$ cat src/rtl/dwt_pkg.sv
// Shared definitions for the frame-based Haar DWT engine: FSM encoding,
// frame sizing and coefficient width helpers.
package dwt_pkg;

    typedef logic [1:0] state_t;

    localparam state_t ST_FILL    = 2'd0;
    localparam state_t ST_COMPUTE = 2'd1;
    localparam state_t ST_DRAIN   = 2'd2;

    // Coefficients carry one guard bit over the sample width.
    localparam int COEF_GUARD = 1;

    function automatic int frame_len(input int levels);
        return 32'sd1 << levels;
    endfunction

    function automatic int coef_width(input int data_w);
        return data_w + COEF_GUARD;
    endfunction

    localparam int DEFAULT_COEF_W = coef_width(8);

endpackage

$ cat src/rtl/haar_butterfly.sv
// Combinational Haar butterfly: floor-rounded average and half-difference,
// computed one bit wider than the operands and truncated back to W bits.
module haar_butterfly #(
    parameter int W = 9
) (
    input  logic [W-1:0] a,
    input  logic [W-1:0] b,
    output logic [W-1:0] avg,
    output logic [W-1:0] diff
);

    logic signed [W:0] sum_s;
    logic signed [W:0] dif_s;

    assign sum_s = $signed(a) + $signed(b);
    assign dif_s = $signed(a) - $signed(b);

    // Dropping the LSB of the widened result is an arithmetic shift right by one.
    assign avg  = sum_s[W:1];
    assign diff = dif_s[W:1];

endmodule

$ cat src/rtl/haar_dwt_frame.sv
// Multi-level Haar DWT over frames of 2^LEVELS samples: fill, one butterfly per
// cycle through all levels, then drain the coefficients in Mallat order.
module haar_dwt_frame
    import dwt_pkg::*;
#(
    parameter int DATA_W = 8,
    parameter int LEVELS = 3,
    parameter int LVL_W  = $clog2(LEVELS + 1)
) (
    input  logic              clk,
    input  logic              rst_n,
    input  logic              s_valid,
    output logic              s_ready,
    input  logic [DATA_W-1:0] s_data,
    output logic              m_valid,
    input  logic              m_ready,
    output logic [DATA_W:0]   m_data,
    output logic [LVL_W-1:0]  m_level,
    output logic              m_last,
    output logic              busy
);

    localparam int FRAME = frame_len(LEVELS);
    localparam int CW    = coef_width(DATA_W);
    localparam int IW    = LEVELS;
    localparam int CNT_W = LEVELS + 1;

    state_t           state_q,   state_d;
    logic [IW-1:0]    wr_cnt_q,  wr_cnt_d;
    logic [LVL_W-1:0] lvl_q,     lvl_d;
    logic [IW-1:0]    pair_q,    pair_d;
    logic [CNT_W-1:0] rd_cnt_q,  rd_cnt_d;
    logic             s_ready_q, s_ready_d;
    logic             busy_q,    busy_d;
    logic             m_valid_q, m_valid_d;
    logic [CW-1:0]    m_data_q,  m_data_d;
    logic [LVL_W-1:0] m_level_q, m_level_d;
    logic             m_last_q,  m_last_d;

    // buf holds the running averages in place; coef holds the Mallat-ordered output.
    logic [CW-1:0]    buf_q [FRAME];
    logic [CW-1:0]    buf_d [FRAME];
    logic [CW-1:0]    coef_q[FRAME];
    logic [CW-1:0]    coef_d[FRAME];

    logic [IW-1:0]    half_s;
    logic [IW-1:0]    idx_a_s;
    logic [IW-1:0]    idx_b_s;
    logic [CW-1:0]    bf_avg_s;
    logic [CW-1:0]    bf_diff_s;

    function automatic logic [LVL_W-1:0] level_of(input logic [CNT_W-1:0] idx);
        level_of = '0;
        for (int k = 1; k <= LEVELS; k++) begin
            if (int'(idx) >= (FRAME >> k) && int'(idx) < (FRAME >> (k - 1))) begin
                level_of = LVL_W'(k);
            end else begin
                level_of = level_of;
            end
        end
    endfunction

    assign half_s  = IW'(FRAME >> lvl_q);
    assign idx_a_s = IW'({pair_q, 1'b0});
    assign idx_b_s = IW'({pair_q, 1'b1});

    haar_butterfly #(.W(CW)) u_bf (
        .a    (buf_q[idx_a_s]),
        .b    (buf_q[idx_b_s]),
        .avg  (bf_avg_s),
        .diff (bf_diff_s)
    );

    // Next-state logic for the FSM, counters, buffers and output register.
    always_comb begin
        state_d   = state_q;
        wr_cnt_d  = wr_cnt_q;
        lvl_d     = lvl_q;
        pair_d    = pair_q;
        rd_cnt_d  = rd_cnt_q;
        m_valid_d = m_valid_q;
        m_data_d  = m_data_q;
        m_level_d = m_level_q;
        m_last_d  = m_last_q;
        buf_d     = buf_q;
        coef_d    = coef_q;

        case (state_q)
            ST_FILL: begin
                if (s_valid && s_ready_q) begin
                    buf_d[wr_cnt_q] = {s_data[DATA_W-1], s_data};
                    if (wr_cnt_q == IW'(FRAME - 1)) begin
                        wr_cnt_d = '0;
                        lvl_d    = LVL_W'(1);
                        pair_d   = '0;
                        state_d  = ST_COMPUTE;
                    end else begin
                        wr_cnt_d = wr_cnt_q + IW'(1);
                    end
                end else begin
                    wr_cnt_d = wr_cnt_q;
                end
            end
            ST_COMPUTE: begin
                buf_d[pair_q]           = bf_avg_s;
                coef_d[half_s + pair_q] = bf_diff_s;
                if (pair_q == half_s - IW'(1)) begin
                    if (lvl_q == LVL_W'(LEVELS)) begin
                        // A_L goes straight to the output register on the final butterfly.
                        coef_d[0] = bf_avg_s;
                        m_valid_d = 1'b1;
                        m_data_d  = bf_avg_s;
                        m_level_d = '0;
                        m_last_d  = 1'b0;
                        rd_cnt_d  = CNT_W'(1);
                        lvl_d     = '0;
                        pair_d    = '0;
                        state_d   = ST_DRAIN;
                    end else begin
                        lvl_d  = lvl_q + LVL_W'(1);
                        pair_d = '0;
                    end
                end else begin
                    pair_d = pair_q + IW'(1);
                end
            end
            ST_DRAIN: begin
                if (m_valid_q && m_ready) begin
                    if (rd_cnt_q == CNT_W'(FRAME)) begin
                        m_valid_d = 1'b0;
                        m_last_d  = 1'b0;
                        rd_cnt_d  = '0;
                        state_d   = ST_FILL;
                    end else begin
                        m_data_d  = coef_q[rd_cnt_q[IW-1:0]];
                        m_level_d = level_of(rd_cnt_q);
                        m_last_d  = (rd_cnt_q == CNT_W'(FRAME - 1));
                        rd_cnt_d  = rd_cnt_q + CNT_W'(1);
                    end
                end else begin
                    rd_cnt_d = rd_cnt_q;
                end
            end
            default: begin
                state_d   = ST_FILL;
                m_valid_d = 1'b0;
            end
        endcase

        s_ready_d = (state_d == ST_FILL);
        busy_d    = (state_d != ST_FILL);
    end

    // Control and output registers with synchronous active-low reset.
    always_ff @(posedge clk) begin
        if (!rst_n) begin
            state_q   <= ST_FILL;
            wr_cnt_q  <= '0;
            lvl_q     <= '0;
            pair_q    <= '0;
            rd_cnt_q  <= '0;
            s_ready_q <= 1'b0;
            busy_q    <= 1'b0;
            m_valid_q <= 1'b0;
            m_data_q  <= '0;
            m_level_q <= '0;
            m_last_q  <= 1'b0;
        end else begin
            state_q   <= state_d;
            wr_cnt_q  <= wr_cnt_d;
            lvl_q     <= lvl_d;
            pair_q    <= pair_d;
            rd_cnt_q  <= rd_cnt_d;
            s_ready_q <= s_ready_d;
            busy_q    <= busy_d;
            m_valid_q <= m_valid_d;
            m_data_q  <= m_data_d;
            m_level_q <= m_level_d;
            m_last_q  <= m_last_d;
        end
    end

    // Sample and coefficient storage; always rewritten before being read.
    always_ff @(posedge clk) begin
        buf_q  <= buf_d;
        coef_q <= coef_d;
    end

    assign s_ready = s_ready_q;
    assign busy    = busy_q;
    assign m_valid = m_valid_q;
    assign m_data  = m_data_q;
    assign m_level = m_level_q;
    assign m_last  = m_last_q;

endmodule

$ cat config.mk
export PLATFORM = sky130hd
export DESIGN_NAME = haar_dwt_frame
export DESIGN_NICKNAME = d
export VERILOG_FILES = /design/src/rtl/dwt_pkg.sv /design/src/rtl/haar_butterfly.sv /design/src/rtl/haar_dwt_frame.sv
export SDC_FILE = /design/constraint.sdc
export NUM_CORES = 1
export LEC_CHECK = 0
export ABC_AREA = 1
export CAP_MARGIN = 5
export CORE_MARGIN = 3
export CORE_UTILIZATION = 28
export CTS_CLUSTER_DIAMETER = 120
export CTS_CLUSTER_SIZE = 12
export DETAILED_ROUTE_END_ITERATION = 12
export DONT_BUFFER_PORTS = 1
export SETUP_SLACK_MARGIN = 0.1
export SYNTH_ARGS = -nofsm -noshare
export SYNTH_HDL_FRONTEND = slang
export SYNTH_SLANG_ARGS = --single-unit
$ cat constraint.sdc
create_clock -name clk -period 2.9 [get_ports clk]
set_input_delay 0.145 -clock clk [delete_from_list [all_inputs] [get_ports clk]]
set_output_delay 0.145 -clock clk [all_outputs]
set_load 0.01 [all_outputs]
==> results.sh <==
export IMPL_clk_path_buf_depth=2
export IMPL_num_antenna_cells=0
export IMPL_syn_area_mm2=0.00894
export IMPL_clock_sink_count=173
export IMPL_multiInputGateArea_mm2=0.00365
export IMPL_viasPerCell=5.07
export IMPL_slowest_stage="dfxtp_4"
export IMPL_finalCriticalPeriod_ns=2.66
export IMPL_synth_nets=985
export IMPL_yosysSeqAreaShare=0.549
export IMPL_postRouteAntennaNets=0
export IMPL_synth_area_per_cell_um2=9.48
export IMPL_pin_count=27
export IMPL_drc=0
export IMPL_register_area_mm2=0.00491
export IMPL_power_density_mw_per_mm2=555
export IMPL_coreArea_mm2=0.0310
export IMPL_path_clk_slew_ns=0.07
export IMPL_yosys_warnings=0
export IMPL_status="finished clean"
export IMPL_cp_max_fo=21
export IMPL_setup_violations=0
export IMPL_cts_root_buf="clkbuf_16"
export IMPL_slew_violations=0
export IMPL_synth_edf_count=144
export IMPL_synthCells=943
export IMPL_grt_pass1_wl_um=36500
export IMPL_critPathKind="reg2reg"
export IMPL_ir_worst_vdd_mv=0.386
export IMPL_synth_most_common_cell="nand2_1"
export IMPL_drt_iter0_drc=693
export IMPL_synth_top_flop_cell="edfxtp_1"
export IMPL_relSlewSlack=0.397
export IMPL_grt_max_degree=38
export IMPL_synth_top_family_by_area="simple AND/OR/NAND/NOR gates"
export IMPL_setup_tns_final_ns=0
export IMPL_port_buffers=0
export IMPL_nets=1031
export IMPL_critPathRequiredTime_ns=3.10
export IMPL_yosys_cell_types_count=49
export IMPL_synth_largest_area_cell="edfxtp_1"
export IMPL_cts_buffers=17
export IMPL_hpwlAfterDp_um=16700
export IMPL_synth_compound_area_share=0.164
export IMPL_gp_congestion=0.885
export IMPL_synth_fa_ha_area_frac=0.0445
export IMPL_clk_latency_ns=0.44
export IMPL_start_util=0.288
export IMPL_synth_top_cell_area_share=0.484
export IMPL_final_cells=1398
export IMPL_wire_per_inst_um=17.0
export IMPL_layout_drive_gt1_share=0.148
export IMPL_skew_ns=0.0123
export IMPL_power_static_leakage_nw=3.99
export IMPL_hp_class="in2reg"
export IMPL_worst_slew_pin_slew_ns=0.901
export IMPL_synthToLayoutAreaGrowth_pct=19.3
export IMPL_path_cells="buf_8 > nand2_1 > a32oi_1 > inv_1 > ha_1 > inv_1 > a21oi_1 > o21a_1 > nand2_2 > xor2_4 > buf_12 > o21ai_1 > inv_1"
export IMPL_fmax_ghz=0.376
export IMPL_globalRouteTotalUtil=0.137
export IMPL_tritoncts="built"
export IMPL_gr_total_overflow=0
export IMPL_die_y_um=185
export IMPL_vias=7091
export IMPL_synthArstFlopShare=0
export IMPL_path_common_cell="inv_1"
export IMPL_ys_seq_elements=173
export IMPL_power_w=0.00592
export IMPL_synth_mux_area_frac=0
export IMPL_rows=64
export IMPL_fp_dieW_um=185
export IMPL_htree_levels=4
export IMPL_num_fill_cells=3094
export IMPL_worstSetupEndpointType="register"
export IMPL_period_share=0.918
export IMPL_die_area_mm2=0.0341
export IMPL_antenna_found_initial=0
export IMPL_cp_arrival_ns=2.86
export IMPL_synthTopCellsByArea="edfxtp_1, nand2_1, dfxtp_1"
export IMPL_maxCapViolations=0
export IMPL_grt_pass1_vias=6678
export IMPL_drtPass1Iterations=5
export IMPL_finalHoldViolations=0
export IMPL_rsz0062_at_grt="true"
export IMPL_slowest_delay_ns=0.41
export IMPL_dpl_cell_count=1352
export IMPL_synthSimpleGateAreaFrac=0.165
export IMPL_start_kind="register"
export IMPL_synth_common_cells="nand2_1, edfxtp_1, nor2_1"
export IMPL_synth_xor_area_frac=0.0178
export IMPL_drt_total_wl_um=23700
per-stage QoR:
| step | setup WS (ns) | instance area (um^2) | util | hold WS, ns |
|---|---|---|---|---|
| 2_1_floorplan | 0.127 | 8960 | - | 0.281 |
| 3_3_place_gp | 0.107 | 9720 | 0.314 | 0.290 |
| 3_5_place_dp | 0.0887 | 9720 | 0.314 | 0.290 |
| 4_1_cts | 0.105 | 10400 | 0.335 | 0.00447 |
| 5_1_grt | 0.0945 | 10700 | 0.344 | 0.0361 |
| 6_report | 0.239 | 10700 | 0.344 | 0.0156 |
worst max-delay path: cells and delay by family (launching register included):
kind,cells,cell delay [ns]
simple gates,2,0.16
buf+inv,5,0.60
xor+xnor,1,0.16
fa+ha+maj,1,0.36
flops,1,0.41
compound gates,4,0.74
metal layers:
| layer | vias up | GRT usage | routed length (um) |
|---|---|---|---|
| li1 | 3436 | - | - |
| met1 | 3440 | 0.188 | 10900 |
| met2 | 181 | 0.219 | 11200 |
| met3 | 34 | 0.0251 | 1120 |
| met4 | 0 | 0.0432 | 466 |
| met5 | - | 0 | 0 |
what timing repair did:
item	in CTS	in global routing
buffers inserted	0	2
setup endpoints to repair	8	95
resized for setup	2	34
pin swaps	0	5
hold buffers	8	0
gates cloned	0	4
endpoints found under the hold margin	17	0
layout make-up:
type | instances | share of cell area
timing repair buffer | 68 | 0.0648
clock buffer | 17 | 0.0399
clock inverter | 15 | 0.0143
inverter | 87 | 0.0318
multi-input combinational | 642 | 0.342
tap | 396 | 0.0465
sequential | 173 | 0.461
cells in the final DEF (no fill, tap or decap), types with 5 or more instances in the layout:
cell	count
nand2_1	158
edfxtp_1	144
nor2_1	103
inv_1	73
o21ai_0	72
o22ai_1	63
buf_4	48
nand3_1	45
a21oi_1	40
dfxtp_1	27
ha_1	25
clkbuf_16	21
nor3_1	16
o21ai_1	16
nand2_2	9
xor2_1	9
inv_2	8
a21oi_2	8
a22oi_1	8
o211ai_1	8
dlygate4sd3_1	8
buf_12	6
inv_8	5
xnor2_1	5
o221ai_1	5
where the power goes:
part	internal [W]	total, W	switching [W]
clock network	0.00122	0.00227	0.00105
logic	0.000290	0.000848	0.000558
registers	0.00278	0.00281	0.0000332
worst paths after layout:
path | from | endpoint | slack (ns) | depth (start not counted)
worst max-delay path | pair_q[0]$_SDFFE_PN0P_ | coef_q[70]$_DFFE_PP_ | 0.24 | 13
worst min-delay path | s_data[0] | buf_q[45]$_DFFE_PP_ | 0.02 | 2
worst max register to register | pair_q[0]$_SDFFE_PN0P_ | coef_q[70]$_DFFE_PP_ | 0.24 | 13
worst min register to register | m_valid$_SDFFE_PN0P_ | m_valid$_SDFFE_PN0P_ | 0.53 | 2
kinds of logic after synthesis:
group                    count (synthesis)
XOR/XNOR                                16
buffers and inverters                  128
adder cells (fa/ha/maj)                 30
AO/OA/AOI/OAI                          247
AND/OR/NAND/NOR                        349
flip-flops                             173
sequential cells by signal, indices dropped and copies added, names as in the netlist:
register	count
buf_q	72
busy	1
coef_q	72
lvl_q	2
m_data	9
m_last	1
m_level	2
m_valid	1
pair_q	3
rd_cnt_q	4
s_ready	1
state_q	2
wr_cnt_q	3
(Power assumes the default switching activity.)
